## src/rtl/ir_pkg.sv

```systemverilog
// Shared constants and types for the instruction register.
// The field positions are used only when IR_FIELD_DECODE_EN is defined.
package ir_pkg;

    localparam int IR_WIDTH = 16;
    localparam logic [IR_WIDTH-1:0] IR_RST_DEFAULT = 16'h0000;

    localparam int OPC_MSB = 15;
    localparam int OPC_LSB = 12;
    localparam int RD_MSB  = 11;
    localparam int RD_LSB  = 8;
    localparam int RS_MSB  = 7;
    localparam int RS_LSB  = 4;
    localparam int IMM_MSB = 7;
    localparam int IMM_LSB = 0;

    typedef logic [IR_WIDTH-1:0] ir_word_t;

endpackage

```

## src/rtl/ir_dff_bit.sv

```systemverilog
// Single-bit D flip-flop with a synchronous active-low reset to RST_BIT.
// It provides both true and complemented outputs.
module ir_dff_bit #(
    parameter logic RST_BIT = 1'b0
) (
    input  logic clk,
    input  logic rst,
    input  logic d,
    output logic q,
    output logic qn
);

    always_ff @(posedge clk) begin
        if (!rst) begin
            q <= RST_BIT;
        end else begin
            q <= d;
        end
    end

    // Derived from q so that qn can never disagree with it, even while q is X.
    assign qn = ~q;

endmodule

```

## src/rtl/instruction_register.sv

```systemverilog
// Instruction register: a WIDTH-bit array of ir_dff_bit cells, reloaded on every clock edge.
// Define IR_FIELD_DECODE_EN to add the opcode/rd/rs/imm8 field outputs (WIDTH must be 16).
module instruction_register
    import ir_pkg::*;
#(
    parameter int                WIDTH   = IR_WIDTH,
    parameter logic [WIDTH-1:0]  RST_VAL = WIDTH'(IR_RST_DEFAULT)
) (
    input  logic             clk,
    input  logic             rst,
    input  logic [WIDTH-1:0] d,
    output logic [WIDTH-1:0] q,
`ifdef IR_FIELD_DECODE_EN
    output logic [WIDTH-1:0] qinv,
    output logic [3:0]       opcode,
    output logic [3:0]       rd,
    output logic [3:0]       rs,
    output logic [7:0]       imm8
`else
    output logic [WIDTH-1:0] qinv
`endif
);

    generate
        for (genvar gi = 0; gi < WIDTH; gi++) begin : g_bit
            ir_dff_bit #(
                .RST_BIT (RST_VAL[gi])
            ) u_bit (
                .clk (clk),
                .rst (rst),
                .d   (d[gi]),
                .q   (q[gi]),
                .qn  (qinv[gi])
            );
        end
    endgenerate

`ifdef IR_FIELD_DECODE_EN
    generate
        if (WIDTH != IR_WIDTH) begin : g_width_check
            $error("instruction_register: field decode requires WIDTH == 16");
        end
    endgenerate

    // The fields are plain slices of q, so they add no latency and follow RST_VAL.
    assign opcode = q[OPC_MSB:OPC_LSB];
    assign rd     = q[RD_MSB:RD_LSB];
    assign rs     = q[RS_MSB:RS_LSB];
    assign imm8   = q[IMM_MSB:IMM_LSB];
`endif

endmodule

```

## config.mk

```make
export PLATFORM = sky130hd
export DESIGN_NAME = instruction_register
export DESIGN_NICKNAME = d
export VERILOG_FILES = /design/src/rtl/ir_pkg.sv /design/src/rtl/ir_dff_bit.sv /design/src/rtl/instruction_register.sv
export SDC_FILE = /design/constraint.sdc
export NUM_CORES = 1
export LEC_CHECK = 0
export CORE_AREA = 2 2 48 50
export DETAILED_ROUTE_END_ITERATION = 8
export DIE_AREA = 0 0 50 52
export PLACE_DENSITY = 0.82
export SYNTH_ARGS = -nofsm -noshare
export SYNTH_HDL_FRONTEND = slang
export SYNTH_SLANG_ARGS = --single-unit
export TNS_END_PERCENT = 5
```

## constraint.sdc

```tcl
create_clock -name clk -period 1.8 [get_ports clk]
set_clock_uncertainty 0.2 [all_clocks]
set_input_delay 0.36 -clock clk [delete_from_list [all_inputs] [get_ports clk]]
set_output_delay 0.36 -clock clk [all_outputs]
set_load 0.01 [all_outputs]
```

==> results by group <==
Min path
  – Cells on Worst Hold Path: 2
  – Class of the tightest hold or removal check: in -> reg

Finish
  – Number of flip-flops under the largest register name: 16
  – Filler Cell Count: approximately 200
  – # nets final: 120
  – Register area: 320 µm²
  – Largest registers ranked by flip-flop count: g_bit.u_bit.q: 16 flops
  – Number of diodes added for antenna fixing: 0
  – Area growth from synthesis to layout: 40.0%
  – Register with the most flip-flops: g_bit.u_bit.q
  – Footprint of the multi-input gates: roughly 120 µm²
  – Fraction of final layout cells sized beyond drive strength 1: 15.0%
  – Final design instance area without fill: 1050 µm²

Routing
  – Total wire length after detailed routing: roughly 1100 µm
  – Final antenna-violating net count: 0
  – DRT iter0 DRCs: 0
  – DRC violations left: 0
  – Routed WL per cell: 8.84 µm
  – Via count: between 400 and 500
  – Count of TritonRoute iterations in the first routing pass: 1
  – Detail-routed via count per cell: around 3.4

GRT
  – Wire length of the first global-routing pass: ~1800 µm
  – Via count of the first global-routing pass: about 440
  – Congestion Overflow GR: 0
  – Pin count of the biggest net entering global routing: 17
  – Initial antenna violation count: 0
  – Overall Global Routing Usage: about 9.2%

STA
  – Final-report max-slew violation count: 0
  – Final hold violation count: 0
  – Final critical delay including setup and external delays: 1.74 ns
  – Slew @ Worst Pin: roughly 0.37 ns
  – Setup TNS: 0 ns
  – Slew headroom: between 70% and 80%
  – Share of the clock period used by the worst path: a little over nine tenths
  – Highest Clock Rate: about 570 MHz
  – Setup Viol. Count Final: 0
  – RSZ-0062 raised after global routing: no

Status
  – Result of the run: finished clean

Yosys
  – EDFF count, synth: 0
  – Post-synth ARST share: 0%
  – Largest family of logic cells by synthesized area: buffers and inverters
  – Adder-Cell Fraction of Synth Area: 0%
  – Mux contribution to synthesized area: 0%
  – Area fraction in compound gates after synthesis: 0%
  – Net count after synthesis: a little under 100
  – Cells after Synth: a little over 80
  – Synth Area in XOR/XNOR: 0%
  – Largest cells by area after synthesis: dfxtp_1 43%, buf_4 32%, and2_2 12%
  – Sequential-to-total area share from yosys stat: 42.9%
  – Unique masters post-synth: 6
  – Avg Synthesized Cell Area: about 9.2 µm²
  – Post-synthesis instance area: 747 µm²
  – Syn. warnings: 0
  – Post-synthesis cell type with the largest combined area: dfxtp_1
  – Top-area cell type share of the netlist area: between 40% and 50%
  – Main flop type after synthesis: dfxtp_1
  – Post-Synth Simple-Gate Area: approximately 15%
  – Post-synth top cells: 32 x buf_4, 16 x dfxtp_1, 16 x inv_1
  – Most common cell in the synthesized netlist: buf_4
  – Number of synthesized register bits: 16

Setup path
  – Kind of capture point of the worst setup path: output port
  – Critical Setup Path Class: reg -> out
  – Highest fanout seen on the critical path: 2
  – Data required time of the critical path: 1.24 ns
  – Kind of start point of the critical path: flip-flop
  – Worst endpoint data arrival time: 1.18 ns

Clock tree
  – Sinks on Clock Net: 16
  – Root Buffer: clkbuf_4
  – Maximum number of buffers from clock root to sink: 2
  – Max H-tree Level: 1
  – Clock buffers created by TritonCTS: 3
  – Number of post-CTS setup repair buffers: 0
  – Worst-path clk slew: 0.09 ns
  – TritonCTS clock tree: built

Floorplanning
  – Initial cell density of the core: a little over a third
  – Placeable core area: between 2000 and 2500 µm²
  – Boundary pin count: 50
  – Die area: ~2600 µm²
  – Die outline height: around 52 µm
  – Cell Rows: 17
  – Overall die width: about 50 µm

Power and ir drop
  – Power density over cell area: between 600 and 700 nW/µm²
  – Leakage power of the design: 0.438 nW
  – Post-layout total power: about 710 µW
  – Highest ir drop seen on vdd: roughly 0.30 mV

Placement
  – Placer's final routability congestion estimate: around 0.57
  – Post-DP Area: about 1000 µm²
  – IO Port Bufs: 49
  – Post-DP HPWL: 950 µm

Run
  – Max cap viols: 0
[layout by cell type (no fill, tap or decap)]
cell type and count:
clkdlybuf4s50_1 48, inv_1 16, dfxtp_1 16, and2_2 12, and2_1 4, clkbuf_4 3
dlymetal6s2s_1 1
[worst max-delay path: stages, from the launching register on]
cell             delay, ns
dfxtp_1               0.32
inv_1                 0.05
clkdlybuf4s50_1       0.53
[path summary, 6_finish.rpt]
check / from / to
setup / recovery: g_bit[14].u_bit.q / qinv[14]
hold / removal: d[4] / g_bit[4].u_bit.q
[layer usage]
layer | share of wire, % | up-vias | global-route usage [%]
met2 | 58 | 22 | 16.9
met3 | 5.9 | 0 | 1.44
met1 | 36 | 180 | 8.90
met5 | 0 | - | 0
met4 | 0 | 0 | 8.33
li1 | - | 232 | -
[report_power, final]
part	switching [mW]	total, mW	internal, mW
clock	0.0986	0.176	0.0774
combinational	0.0458	0.152	0.106
sequential	0.00914	0.382	0.373
total	0.153	0.710	0.556
[layout make-up]
cell class              instances  area share [%]
well taps                      28            3.35
repair buffers                 49            47.1
inverters                      16            5.74
flip-flops and latches         16            30.6
multi-input cells              16            11.0
clock buffers                   3            2.15
[metrics by stage]
stage          std cells  utilization (%)  hold slack, ns  worst slack [ns]
2_1_floorplan         81                -           0.287             0.778
3_3_place_gp         125             48.5           0.748             0.222
3_5_place_dp         125             48.5           0.754             0.196
4_1_cts              128             49.6           0.437            0.0302
5_1_grt              128             49.7           0.455           0.00328
6_report             128             49.7           0.454            0.0594
[logic make-up (layout without fill, tap and decap cells)]
kind of cell,count (synthesis),after routing
flip-flops,16,16
AND/OR/NAND/NOR,16,16
buffers and inverters,49,68
[timing repair]
item                       CTS  global route
hold buffers                 0             0
setup endpoints to repair    0             1
resized for setup            0             1
(Power assumes the default switching activity.)
